<file path="src/rtl/nonce_scheduler.sv">
// Round-robin nonce chunk dispatch and solution-claim arbitration for NUM_CORES hash cores.
// Define SOL_TIMEOUT_EN to add a HALT response timeout (treated as reject) and the sol_timeout port.
module nonce_scheduler #(
    parameter int unsigned NUM_CORES   = 4,
    parameter int unsigned NONCE_W     = 32,
    parameter int unsigned CHUNK_W     = 20,
    parameter int unsigned TIMEOUT_CYC = 1024
) (
    input  logic                           clk,
    input  logic                           rst,
    input  logic [2:0]                     state,
    input  logic [NUM_CORES-1:0]           core_req,
    output logic [NUM_CORES-1:0]           core_grant,
    output logic [NONCE_W-1:0]             chunk_base,
    input  logic [NUM_CORES-1:0]           core_found,
    input  logic [NUM_CORES*NONCE_W-1:0]   core_nonce,
    output logic                           sol_claim,
    output logic [NONCE_W-1:0]             sol_nonce,
    output logic [$clog2(NUM_CORES)-1:0]   sol_core,
    input  logic [1:0]                     sol_response,
    output logic [NUM_CORES-1:0]           core_resume,
    output logic                           core_abort,
`ifdef SOL_TIMEOUT_EN
    output logic                           sol_timeout,
`endif
    output logic                           exhausted
);

    localparam int unsigned IDX_W = $clog2(NUM_CORES);
    localparam logic [2:0] ST_IDLE  = 3'b000;
    localparam logic [2:0] ST_SOLVE = 3'b011;
    localparam logic [2:0] ST_HALT  = 3'b100;
    localparam logic [NONCE_W:0] CHUNK_INC = (NONCE_W+1)'(1) << CHUNK_W;

    typedef enum logic [1:0] {S_IDLE, S_RUN, S_CLAIM} fsm_t;

    fsm_t                 fsm_q;
    logic [NONCE_W-1:0]   next_base_q;
    logic [IDX_W-1:0]     gnt_ptr_q;
    logic [IDX_W-1:0]     clm_ptr_q;

    logic [IDX_W-1:0]     gnt_idx_c;
    logic [IDX_W-1:0]     clm_idx_c;
    logic [NONCE_W-1:0]   clm_nonce_c;
    logic [NONCE_W:0]     base_sum_c;
    logic [NUM_CORES-1:0] resume_vec_c;
    logic                 halt_c;
    logic                 accept_c;
    logic                 reject_c;
    logic                 tmo_hit_c;
    logic                 grant_ok_c;

`ifdef SOL_TIMEOUT_EN
    localparam int unsigned TMO_W = $clog2(TIMEOUT_CYC + 1);
    logic [TMO_W-1:0]     tmo_cnt_q;
`else
    logic                 unused_tmo_cfg;
    assign unused_tmo_cfg = (TIMEOUT_CYC == 0);
`endif

    // First set bit of vec at or after ptr, wrapping modulo NUM_CORES.
    function automatic logic [IDX_W-1:0] rr_pick(input logic [NUM_CORES-1:0] vec,
                                                 input logic [IDX_W-1:0] ptr);
        logic [NUM_CORES-1:0] rot;
        logic [IDX_W:0]       sum;
        logic                 hit;
        rot = NUM_CORES'({vec, vec} >> ptr);
        sum = '0;
        hit = 1'b0;
        for (int k = 0; k < NUM_CORES; k++) begin
            if (!hit && rot[k]) begin
                hit = 1'b1;
                sum = {1'b0, ptr} + (IDX_W+1)'(k);
                if (sum >= (IDX_W+1)'(NUM_CORES)) begin
                    sum = sum - (IDX_W+1)'(NUM_CORES);
                end
            end
        end
        return IDX_W'(sum);
    endfunction

    function automatic logic [IDX_W-1:0] wrap_inc(input logic [IDX_W-1:0] idx);
        logic [IDX_W:0] nxt;
        nxt = {1'b0, idx} + (IDX_W+1)'(1);
        if (nxt >= (IDX_W+1)'(NUM_CORES)) begin
            nxt = '0;
        end
        return IDX_W'(nxt);
    endfunction

    // Arbitration picks, chunk adder with carry, and response decode.
    always_comb begin
        gnt_idx_c   = rr_pick(core_req, gnt_ptr_q);
        clm_idx_c   = rr_pick(core_found, clm_ptr_q);
        clm_nonce_c = '0;
        for (int k = 0; k < NUM_CORES; k++) begin
            if (clm_idx_c == IDX_W'(k)) begin
                clm_nonce_c = core_nonce[k*NONCE_W +: NONCE_W];
            end
            resume_vec_c[k] = (sol_core == IDX_W'(k));
        end
        base_sum_c = {1'b0, next_base_q} + CHUNK_INC;
        halt_c     = (fsm_q == S_CLAIM) && (state == ST_HALT);
`ifdef SOL_TIMEOUT_EN
        tmo_hit_c  = halt_c && (sol_response == 2'b00) && (tmo_cnt_q == TMO_W'(TIMEOUT_CYC - 1));
`else
        tmo_hit_c  = 1'b0;
`endif
        accept_c   = halt_c && sol_response[1];
        reject_c   = halt_c && ((sol_response == 2'b01) || tmo_hit_c);
        grant_ok_c = (fsm_q == S_RUN) && !sol_claim && !exhausted && (|core_req);
    end

    always_ff @(posedge clk) begin
        if (rst) begin
            fsm_q       <= S_IDLE;
            next_base_q <= '0;
            gnt_ptr_q   <= '0;
            clm_ptr_q   <= '0;
            core_grant  <= '0;
            chunk_base  <= '0;
            sol_claim   <= 1'b0;
            sol_nonce   <= '0;
            sol_core    <= '0;
            core_resume <= '0;
            core_abort  <= 1'b0;
            exhausted   <= 1'b0;
`ifdef SOL_TIMEOUT_EN
            sol_timeout <= 1'b0;
            tmo_cnt_q   <= '0;
`endif
        end else begin
            core_grant  <= '0;
            core_resume <= '0;
            core_abort  <= 1'b0;
`ifdef SOL_TIMEOUT_EN
            sol_timeout <= 1'b0;
`endif
            // Controller IDLE or an accepted solution: return to S_IDLE with the nonce space rewound.
            if ((state == ST_IDLE) || accept_c) begin
                fsm_q       <= S_IDLE;
                sol_claim   <= 1'b0;
                next_base_q <= '0;
                exhausted   <= 1'b0;
                gnt_ptr_q   <= '0;
                clm_ptr_q   <= '0;
                core_abort  <= accept_c;
`ifdef SOL_TIMEOUT_EN
                tmo_cnt_q   <= '0;
`endif
            end else begin
                unique case (fsm_q)
                    S_IDLE: begin
                        if (state == ST_SOLVE) begin
                            fsm_q <= S_RUN;
                        end
                    end
                    S_RUN: begin
                        if (grant_ok_c) begin
                            core_grant  <= NUM_CORES'(1) << gnt_idx_c;
                            chunk_base  <= next_base_q;
                            next_base_q <= base_sum_c[NONCE_W-1:0];
                            exhausted   <= base_sum_c[NONCE_W];
                            gnt_ptr_q   <= wrap_inc(gnt_idx_c);
                        end
                        if (|core_found) begin
                            fsm_q     <= S_CLAIM;
                            sol_claim <= 1'b1;
                            sol_nonce <= clm_nonce_c;
                            sol_core  <= clm_idx_c;
                            clm_ptr_q <= wrap_inc(clm_idx_c);
                        end
                    end
                    S_CLAIM: begin
                        if (reject_c) begin
                            fsm_q       <= S_RUN;
                            sol_claim   <= 1'b0;
                            core_resume <= resume_vec_c;
`ifdef SOL_TIMEOUT_EN
                            sol_timeout <= tmo_hit_c;
                            tmo_cnt_q   <= '0;
                        end else if (halt_c && (sol_response == 2'b00)) begin
                            tmo_cnt_q   <= tmo_cnt_q + TMO_W'(1);
`endif
                        end
                    end
                    default: fsm_q <= S_IDLE;
                endcase
            end
        end
    end

endmodule

</file>
<file path="config.mk">
export PLATFORM = sky130hd
export DESIGN_NAME = nonce_scheduler
export DESIGN_NICKNAME = d
export VERILOG_FILES = /design/src/rtl/nonce_scheduler.sv
export SDC_FILE = /design/constraint.sdc
export NUM_CORES = 1
export LEC_CHECK = 0
export CORE_MARGIN = 8
export CORE_UTILIZATION = 39
export DETAILED_ROUTE_END_ITERATION = 10
export PLACE_DENSITY = 0.9
export SYNTH_ARGS = -nofsm -noshare
export SYNTH_HDL_FRONTEND = slang
export SYNTH_SLANG_ARGS = --single-unit
</file>
<file path="constraint.sdc">
create_clock -name clk -period 3.1 [get_ports clk]
set_input_delay 0.93 -clock clk [delete_from_list [all_inputs] [get_ports clk]]
set_output_delay 0.93 -clock clk [all_outputs]
set_load 0.05 [all_outputs]
</file>
# After elaboration in Yosys (flattened, before gate mapping)
# Cells that the tools add are included.
# totals
ff_bits,115
latch_bits,0
ram_bits,0
mem_bits_ro,0
in_bits,143
output_inout_bits,77
elab_cells,134
memories,0
# op_classes
addsub,17
n_mul,0
div_mod_pow,0
n_lt_le_gt_ge,10
n_eq_ne,14
shift,3
mux,35
bitwise,5
reduce_logical,38
# op_table
op,n
2-to-1 mux 32 bit,4
2-to-1 mux 2 bit,21
adder 32 x 21 -> 33 bit (second input constant),1
greater-or-equal comparator 3 bit (second input constant),8
OR reduction 4 bit,4
right shift 8 x 2 -> 4 bit,2
subtractor 2 x 1 -> 2 bit (second input constant),8
adder 2 x 1 -> 3 bit (second input constant),4
adder 2 x 2 -> 3 bit (second input constant),4
logical AND 1 bit,12
AND reduction 3 bit,4
equality test 2 bit (second input constant),5
equality test 2 x 1 -> 1 bit (second input constant),4
zero test 1 bit,8
2-to-1 mux 1 bit,8
greater-or-equal comparator 2 x 3 -> 1 bit (second input constant),2
zero test 2 bit,3
case mux 2 bit (3 select lines),1
NOT 1 bit,5
!= test 2 bit (second input constant),2
AND reduction 2 bit,2
OR reduction 2 bit,2
<< shifter 1 x 2 -> 4 bit (first input constant),1
equality test 3 x 2 -> 1 bit (second input constant),1
6 further kinds,6

# Longest topological paths before layout
# Gate-level depths: netlist (run 1).
# logic_depth
depth_word,16
mapped_depth,11
mapped_depth_nobuf,9

# Least setup slack after synthesis (run 1)
# No wires, ideal clock.
# synth_timing
path_type,input -> register
start,input port core_found[2]
end,register sol_nonce[10]
setup_ns,0.132
t_arrival_ns,2.768
required_ns,2.968
setup_slack_ns,0.200
stages,10
path_buffers,2
path_cell_list,mux2i_1 nor2_1 nor3_1 ha_1 clkbuf_1 nor2b_1 clkbuf_1 a221o_1 a221oi_1 nor3_1
# synth_via
elab_chain_cells,16
elab_cells_between_ends,24
cone_classes,eq/ne (3); shift (1); mux (11); reduce/logical (9)
# synth_lines
element,line_no,source
from (decl),15,"input logic [NUM_CORES-1:0] core_found,"
right shift 8 x 2 -> 4 bit (*),67,"rot = NUM_CORES'({vec, vec} >> ptr);"
2-to-1 mux 1 bit,71,if (!hit && rot[k]) begin
zero test 1 bit,71,
logical AND 1 bit,71,
2-to-1 mux 1 bit,71,
zero test 1 bit,71,
logical AND 1 bit,71,
2-to-1 mux 1 bit,71,
zero test 1 bit,71,
logical AND 1 bit,71,
2-to-1 mux 2 bit (*),71,
net clm_idx_c[0],43,logic [IDX_W-1:0] clm_idx_c;
zero test 2 bit,97,if (clm_idx_c == IDX_W'(k)) begin
2-to-1 mux 32 bit (3 in series),97,
2-to-1 mux 32 bit (*),97,
to (signal assigned),169,sol_nonce <= clm_nonce_c;
to (decl),18,"output logic [NONCE_W-1:0] sol_nonce,"
# Mark *: on every way through the listed nets, which the timed path passes. The rest lies on a longest branch.
# A chain may end at the register's enable or synchronous reset.

# Worst setup path in the final report (run 1)
# layout_timing
start,input port core_found[0]
end,register sol_nonce[9]
# Same word-level chain as after synthesis.

==> results of run 1 <==
[layer usage]
metal | part of all wire | vias up
li1 | - | 2091
met1 | 0.37 | 2049
met2 | 0.50 | 211
met3 | 0.088 | 37
met4 | 0.033 | 0
met5 | 0 | -
[cells in the final DEF, fill, tap and decap left out, types with 2 or more instances in the layout]
cell / Yosys / layout
sky130_fd_sc_hd__buf_4: 20 / 22
sky130_fd_sc_hd__nor3b_1: 2 / 2
sky130_fd_sc_hd__nand2_1: 14 / 14
sky130_fd_sc_hd__bufinv_16: 0 / 2
sky130_fd_sc_hd__ha_1: 5 / 3
sky130_fd_sc_hd__buf_12: 0 / 4
sky130_fd_sc_hd__clkdlybuf4s50_1: 0 / 198
sky130_fd_sc_hd__clkbuf_8: 0 / 9
sky130_fd_sc_hd__xor2_1: 7 / 7
sky130_fd_sc_hd__dfxtp_1: 75 / 75
sky130_fd_sc_hd__a21oi_1: 48 / 48
sky130_fd_sc_hd__ha_2: 0 / 2
sky130_fd_sc_hd__mux2i_1: 15 / 15
sky130_fd_sc_hd__inv_1: 38 / 38
sky130_fd_sc_hd__nor3_2: 0 / 3
sky130_fd_sc_hd__a211oi_1: 3 / 3
sky130_fd_sc_hd__nor2b_1: 3 / 2
sky130_fd_sc_hd__o21ai_0: 4 / 4
sky130_fd_sc_hd__or3_1: 2 / 2
sky130_fd_sc_hd__nor3_1: 36 / 33
sky130_fd_sc_hd__nor4_1: 5 / 5
sky130_fd_sc_hd__and4_1: 2 / 2
sky130_fd_sc_hd__a221oi_1: 32 / 31
sky130_fd_sc_hd__xnor2_1: 3 / 3
sky130_fd_sc_hd__nand4_1: 3 / 3
sky130_fd_sc_hd__or2_2: 2 / 2
sky130_fd_sc_hd__nand3_1: 4 / 4
sky130_fd_sc_hd__nor2_1: 73 / 73
sky130_fd_sc_hd__and3_1: 2 / 2
sky130_fd_sc_hd__conb_1: 1 / 20
sky130_fd_sc_hd__nand3b_1: 3 / 3
sky130_fd_sc_hd__a221o_1: 31 / 31
sky130_fd_sc_hd__nand2b_1: 3 / 3
[where the power goes]
group          internal [W]  switching [W]  leakage (nW)
Clock              0.000464       0.000393         0.109
Combinational      0.000312       0.000317          1.68
Sequential         0.000980      0.0000119         0.606
[registers in the layout (all words and copies together) (netlist names)]
signal / flops
sol_nonce: 32
chunk_base: 12
next_base_q: 12
core_grant: 4
core_resume: 4
clm_ptr_q: 2
fsm_q: 2
gnt_ptr_q: 2
sol_core: 2
core_abort: 1
exhausted: 1
sol_claim: 1
[timing repair]
action | in CTS | in global routing
setup endpoints to repair | 0 | 10
hold buffers | 0 | 0
gates resized for setup | 0 | 2
[cell families (layout without fill, tap and decap cells)]
kind of cell             count (synthesis)  in the layout  synth area share
XOR/XNOR                                10             10            0.0224
buffers and inverters                   97            279             0.113
AO/OA/AOI/OAI                          123            123             0.234
other                                    1             20          0.000960
adder cells (fa/ha/maj)                  5              5            0.0160
flip-flops                              75             75             0.384
multiplexers                            15             15            0.0384
AND/OR/NAND/NOR                        158            158             0.191
[how the worst max path moves through the flow]
stage | from | endpoint | depth (start not counted)
after floorplan | core_found[2] | sol_nonce[10] | 10
after global placement | core_found[2] | sol_nonce[22] | 11
after detailed placement | core_found[0] | sol_nonce[22] | 11
after CTS | core_found[0] | sol_nonce[9] | 11
after global routing | core_found[0] | sol_nonce[11] | 11
final | core_found[0] | sol_nonce[9] | 11
[critical path: stages]
cell and delay (ps):
sky130_fd_sc_hd__clkdlybuf4s50_1 460, sky130_fd_sc_hd__mux2i_1 180, sky130_fd_sc_hd__nor2_1 80, sky130_fd_sc_hd__nor3_2 210, sky130_fd_sc_hd__buf_4 160, sky130_fd_sc_hd__ha_1 240
sky130_fd_sc_hd__nor2b_2 80, sky130_fd_sc_hd__buf_12 170, sky130_fd_sc_hd__a221o_1 330, sky130_fd_sc_hd__a221oi_1 280, sky130_fd_sc_hd__nor3_1 90
[stage by stage]
stage                     hold slack, ps  setup TNS, ps
final                                492              0
after global routing                 511          -15.7
after global placement               471          -4390
after CTS                            494              0
after floorplan                      464              0
after detailed placement             480          -6950
[layout make-up]
cell class / instances / area (um^2)
inverter: 38 / 143
clock buffer: 10 / 128
timing repair buffer: 225 / 2230
clock inverter: 6 / 96.3
multi-input combinational: 331 / 2060
sequential: 75 / 1500
tap: 133 / 166
fill: 784 / 3400
==> PnR_summary.wiki, run 1 <==
{| class="wikitable"
! Metric !! Value
|-
| Latest clock arrival within the worst-skew pair || 350 ps
|-
| Portion of the clock cycle consumed by the worst path in the final layout || 0.967
|-
| Average footprint of a synthesized cell || between 8 and 9 um^2
|-
| HPWL after detailed placement || 11.2 mm
|-
| Worst path setup slack after routing || just over 100 ps
|-
| # rows || 36
|-
| Tightest Hold Check Type || reg -> reg
|-
| Launching point of the worst reg2reg path || clm_ptr_q[1]
|-
| Maximum number of pins on one net before global-route repair || 47
|-
| Standard cell area after detailed placement || 0.00609 mm^2
|-
| Static leakage power || 2.39 nW
|-
| Utilization after layout || 0.651
|-
| Worst max-slew margin expressed relative to the limit || 0.184
|-
| Fmax || 0.334 GHz
|-
| Initial DRC Count || around 320
|-
| Layer with the highest usage || met2
|-
| Via count of the first global-routing pass || around 4.5k
|-
| ANT nets after route || 0
|-
| Top flip-flop cell by instance count after synthesis || sky130_fd_sc_hd__dfxtp_1
|-
| Endpoint of the worst-slack reg-to-reg timing path || sol_nonce[9]
|-
| Crit. End Element || register
|-
| Floorplan die area || about 0.013 mm^2
|-
| Starting density of the core || 0.401
|-
| Path type of the worst setup path || in -> reg
|-
| Vert. Die Dim || ~120 um
|-
| Clock transition time at the flip-flop clock pins of the worst setup and hold paths || around 80 ps
|-
| Final cell count without fillers || 818
|-
| Initial antenna violation count || 0
|-
| Worst-case clock skew || 14.4 ps
|-
| Root Buffer || sky130_fd_sc_hd__clkbuf_8
|-
| Max clock buf depth || 2
|-
| Remaining DRCs || 0
|-
| Hold Vio Cnt, Final || 0
|-
| Routed WL || about 15 mm
|-
| Launch instance of the worst min-delay path || sol_nonce[22]
|-
| Htree depth || 3
|-
| Max-cap violations || 0
|-
| Fin. max-slew vios || 0
|-
| Endpoint of the worst hold path || sol_nonce[22]
|-
| Cell types with the largest area share after synthesis || sky130_fd_sc_hd__dfxtp_1 (38%), sky130_fd_sc_hd__a221o_1 (7.9%), sky130_fd_sc_hd__a221oi_1 (7.2%)
|-
| Place WS || -262 ps
|-
| Area growth from synthesis to final layout || 62.0%
|-
| Worst-Margin Slew || 1220 ps
|-
| Core Region || 0.00973 mm^2
|-
| Final Wtd Congestion || ~0.87
|-
| Number of vias after detailed routing || 4388
|-
| Count of synthesis-stage warnings from yosys || 0
|-
| Number of buffers added by the clock tree synthesis step || 9
|-
| Count of cell types in the netlist || 40
|-
| Post-synthesis sequential area ratio || 0.384
|-
| Number of cells produced by synthesis || between 400 and 500
|-
| Hold depth || 2
|-
| Required time of the critical path || between 3000 and 4000 ps
|-
| Buffers inserted during post-CTS setup optimization || 0
|-
| Final Net Count || about 830
|-
| Final Total Pwr || between 0.002 and 0.0025 W
|-
| Sum of overflow across all layers after global routing || 0
|-
| Register bit count reported by yosys || 75
|-
| Async set-or-reset flop fraction in the synthesized netlist || 0
|-
| Fraction of synthesized cell area taken by the top area cell type || 0.384
|-
| CTS tree || done
|-
| Minimum setup slack among reg-to-reg paths || 640 ps
|-
| Final instance area || 0.00633 mm^2
|-
| Width of the die || around 120 um
|-
| Status || complete, no violations
|-
| Largest fanout on the critical path || 31
|-
| Global-route wire length before repair || approximately 22 mm
|-
| Pwr per Cell Area || 391 mW/mm^2
|-
| Final setup fails || 0
|-
| Number of synthesized flops with an enable pin || 0
|-
| Met1 GRT Util || 0.224
|-
| Drt wl/cell || 18.0 um
|-
| Count of placed standard cells including taps || about 800
|-
| Setup crit start kind || input port
|-
| Number of buffers inserted by port buffering || between 150 and 200
|-
| Pre-antenna DRT Iters || 4
|-
| Most common cell in the netlist || sky130_fd_sc_hd__dfxtp_1
|-
| Minimum period implied by the final worst setup slack || 3000 ps
|-
| Diode count || 0
|-
| Met3 GRT Util || 0.0615
|-
| Global routing met2 resource utilization || 0.358
|-
| Max rail drop VDD || 267 uV
|-
| Area of the mapped netlist || 0.00391 mm^2
|-
| Gr usage total || 0.207
|-
| Critical path data arrival time || between 3000 and 4000 ps
|-
| Fraction of layout instances using a drive strength above 1 || 0.0774
|-
| Leading post-synthesis cells by instance count || sky130_fd_sc_hd__dfxtp_1 (75), sky130_fd_sc_hd__nor2_1 (73), sky130_fd_sc_hd__a21oi_1 (48)
|-
| Synth area leader || sky130_fd_sc_hd__dfxtp_1
|-
| Boundary Pins || 220
|-
| TritonCTS sink count || 75
|-
| Number of cells traversed by the worst register-to-register path || 10
|-
| Post-DR vias/cell || 5.36
|}
Note: power is estimated with default switching activity, not from simulation.
==> inputs of run 2 (changes only) <==
clock period = 2.95 ns   (was 3.1 ns; I/O delays follow)
==> run 2 against run 1 <==
- critical path depth is 1 lower
- wire length grew 2.1%
- sequential cell count is the same
- die area unchanged
- clock power fell by 8.4%
- highest routed layer unchanged
- power is 0.77% higher
- sequential power up 5%
- first-iteration DRC count grew 17%
- sequential share of layout area shrank 0.19 points
- cell count is 0.37% higher
- final area up 0.81%
==> PnR_summary.wiki, run 2 (synthesized netlist as in run 1, its figures left out) <==
{| class="wikitable"
! Metric !! Value
|-
| Buffers inserted during post-CTS setup optimization || 0
|-
| Hold buffer count at CTS || 0
|-
| Gr usage total || 0.212
|-
| Number of cells traversed by the worst register-to-register path || 10
|-
| Sum of overflow across all layers after global routing || 0
|-
| Remaining DRCs || 0
|-
| Starting density of the core || 0.401
|-
| Final setup fails || 0
|-
| Worst-case clock skew || between 10 and 15 ps
|-
| Max-cap violations || 0
|-
| Chain of cells forming the critical path || clkdlybuf4s50_1 > a21oi_1 > nor3_2 > inv_1 > ha_1 > nor2b_2 > buf_12 > a221o_1 > a221oi_1 > nor3_1
|-
| Leading cell types in the layout, fill and taps excluded || sky130_fd_sc_hd__clkdlybuf4s50_1 (195), sky130_fd_sc_hd__dfxtp_1 (75), sky130_fd_sc_hd__nor2_1 (73)
|-
| Drt wl/cell || between 15 and 20 um
|-
| Boundary Pins || 220
|-
| Area growth from synthesis to final layout || 63.4%
|-
| Power share of the combinational group || 0.268
|-
| Flip-flop count of the largest register, all copies and words added || 32
|-
| Worst-Margin Slew || around 840 ps
|-
| Register ranked first by flip-flop count || sol_nonce
|-
| Maximum number of pins on one net before global-route repair || between 50 and 60
|-
| Tightest Hold Check Type || reg -> reg
|-
| # rows || 36
|-
| Final Wtd Congestion || approximately 0.86
|-
| Clock transition time at the flip-flop clock pins of the worst setup and hold paths || approximately 90 ps
|-
| Unrepaired setup endpoints after global routing || no
|-
| Number of buffers inserted by port buffering || slightly below 200
|-
| Internal power || 0.00169 W
|-
| Number of vias after detailed routing || around 4.5k
|-
| Footprint of the multi-input gates || between 0.002 and 0.0025 mm^2
|-
| Hold Vio Cnt, Final || 0
|-
| Htree depth || 3
|-
| Pre-antenna DRT Iters || 5
|-
| Portion of the clock cycle consumed by the worst path in the final layout || 0.933
|-
| Number of buffers added by the clock tree synthesis step || 9
|-
| Critical-path cell with the highest stage delay || sky130_fd_sc_hd__clkdlybuf4s50_1
|-
| Minimum period implied by the final worst setup slack || approximately 2800 ps
|-
| Core Region || 0.00973 mm^2
|-
| Worst max-slew margin expressed relative to the limit || 0.436
|-
| Status || complete, no violations
|-
| Fmax || roughly 0.36 GHz
|-
| Setup Total Neg Slack || 0 ps
|-
| Initial antenna violation count || 0
|-
| Worst Hold Slack || around 500 ps
|-
| Dominant delay contributor by cell family on the critical path || buffers and inverters
|-
| Max clock buf depth || 2
|-
| Switching pwr || between 0.0008 and 0.0009 W
|-
| Worst Setup EP || sol_nonce[10]
|-
| Launching point of the worst reg2reg path || clm_ptr_q[1]
|-
| Fraction of layout instances using a drive strength above 1 || 0.0916
|-
| Final Total Pwr || between 0.002 and 0.0025 W
|-
| Routed WL || around 15 mm
|-
| Minimum setup slack among reg-to-reg paths || ~610 ps
|-
| Endpoint of the worst-slack reg-to-reg timing path || sol_nonce[10]
|-
| Diode count || 0
|-
| HPWL after detailed placement || approximately 11 mm
|-
| Final cell count without fillers || a little over 800
|-
| Sequential fraction of design power || 0.418
|-
| Fin. max-slew vios || 0
|-
| Via count of the first global-routing pass || 4588
|-
| Vert. Die Dim || about 120 um
|-
| Floorplan die area || 0.0135 mm^2
|-
| Root Buffer || sky130_fd_sc_hd__clkbuf_8
|-
| Pwr per Cell Area || just under 400 mW/mm^2
|-
| Path type of the worst setup path || in -> reg
|-
| Count of placed standard cells including taps || about 810
|-
| Largest stage delay on the critical path || about 500 ps
|-
| Largest fanout on the critical path || 31
|-
| Registers with the most flip-flops || sol_nonce: 32 flops, chunk_base: 12 flops, next_base_q: 12 flops
|-
| Static leakage power || roughly 2.4 nW
|-
| TritonCTS sink count || 75
|-
| Required time of the critical path || ~3200 ps
|-
| Post-DR vias/cell || ~5.4
|-
| CTS tree || done
|-
| Utilization after layout || 0.656
|-
| Crit. End Element || register
|-
| Worst setup path start || core_found[3]
|-
| Setup crit start kind || input port
|-
| Width of the die || approximately 120 um
|-
| Most common library cell in the layout ignoring fill and taps || sky130_fd_sc_hd__clkdlybuf4s50_1
|-
| Max rail drop VDD || about 190 uV
|-
| Clock share of power || 0.314
|-
| Switching part of the total power || 0.323
|-
| Final Net Count || between 800 and 900
|-
| Number of logic stages on the critical path including buffering || 10
|-
| Global-route wire length before repair || between 20 and 25 mm
|-
| WP buf/inv || 3
|-
| ANT nets after route || 0
|-
| Sequential cell area || 0.00150 mm^2
|-
| Critical path data arrival time || between 2000 and 3000 ps
|-
| Initial DRC Count || around 370
|-
| Latest clock arrival within the worst-skew pair || 360 ps
|-
| Fill cell instance count of the final layout || around 780
|}
-- run 2: cell types whose count changed in the layout (fill, tap and decap cells not counted), sizes merged, moves of 2 or more --
| cell | before | now |
|---|---|---|
| buf | 27 | 30 |
| clkdlybuf4s50 | 198 | 195 |
| dlymetal6s2s | 0 | 3 |
| inv | 40 | 43 |
| bufinv | 2 | 0 |
-- run 2: how the worst min path moves through the flow --
| stage | start | slack [ps] | to | cells past startpoint |
|---|---|---|---|---|
| 2_1_floorplan | next_base_q[31] | 460 | chunk_base[31] | 2 |
| 3_3_place_gp | chunk_base[22] | 470 | chunk_base[22] | 2 |
| 3_5_place_dp | sol_nonce[20] | 480 | sol_nonce[20] | 2 |
| 4_1_cts | sol_nonce[20] | 500 | sol_nonce[20] | 2 |
| 5_1_grt | sol_nonce[12] | 520 | sol_nonce[12] | 2 |
| 6_report | sol_nonce[20] | 500 | sol_nonce[20] | 2 |
-- run 2: worst register-to-register path, stage by stage, from the launching register on --
cell                       delay, ps
sky130_fd_sc_hd__dfxtp_1         470
sky130_fd_sc_hd__mux2i_1         220
sky130_fd_sc_hd__nor2_1           60
sky130_fd_sc_hd__nor3_2          130
sky130_fd_sc_hd__inv_1            90
sky130_fd_sc_hd__ha_1            220
sky130_fd_sc_hd__nor2b_2         170
sky130_fd_sc_hd__buf_12          160
sky130_fd_sc_hd__a221o_1         330
sky130_fd_sc_hd__a221oi_1        280
sky130_fd_sc_hd__nor3_1           90
-- run 2: cell type report --
class                   count  area share
clock buffers               9      0.0194
clock inverters             7      0.0104
inverters                  38      0.0224
multi-input cells         331       0.328
flip-flops and latches     75       0.235
well taps                 133      0.0261
repair buffers            228       0.358
-- run 2: timing repair --
action / CTS / global route
hold endpoints to repair: 0 / 0
setup endpoints to repair: 0 / 31
resized for setup: 0 / 11
-- run 2: power by group through the flow --
stage	Clock (W)	Combinational, W	Sequential (W)
final	0.000785	0.000669	0.00104
after global routing	0.000832	0.000711	0.00105
after CTS	0.000797	0.000658	0.00104
after detailed placement	0	0.000656	0.00107
after global placement	0	0.000641	0.00107
after floorplan	0	0.000293	0.00112
-- run 2: metal layers --
layer,GRT usage,vias to the layer above,share of wire
li1,-,2100,-
met2,0.373,238,0.51
met1,0.226,2071,0.37
met5,0,-,0
met3,0.0641,43,0.091
met4,0.101,0,0.029
-- run 2: metrics by stage --
| step | instance area (um^2) | setup slack (ps) |
|---|---|---|
| after floorplan | 3980 | 94.8 |
| after global placement | 6140 | -271 |
| after detailed placement | 6140 | -353 |
| after CTS | 6330 | 22.4 |
| after global routing | 6380 | 49.3 |
| final | 6380 | 197 |
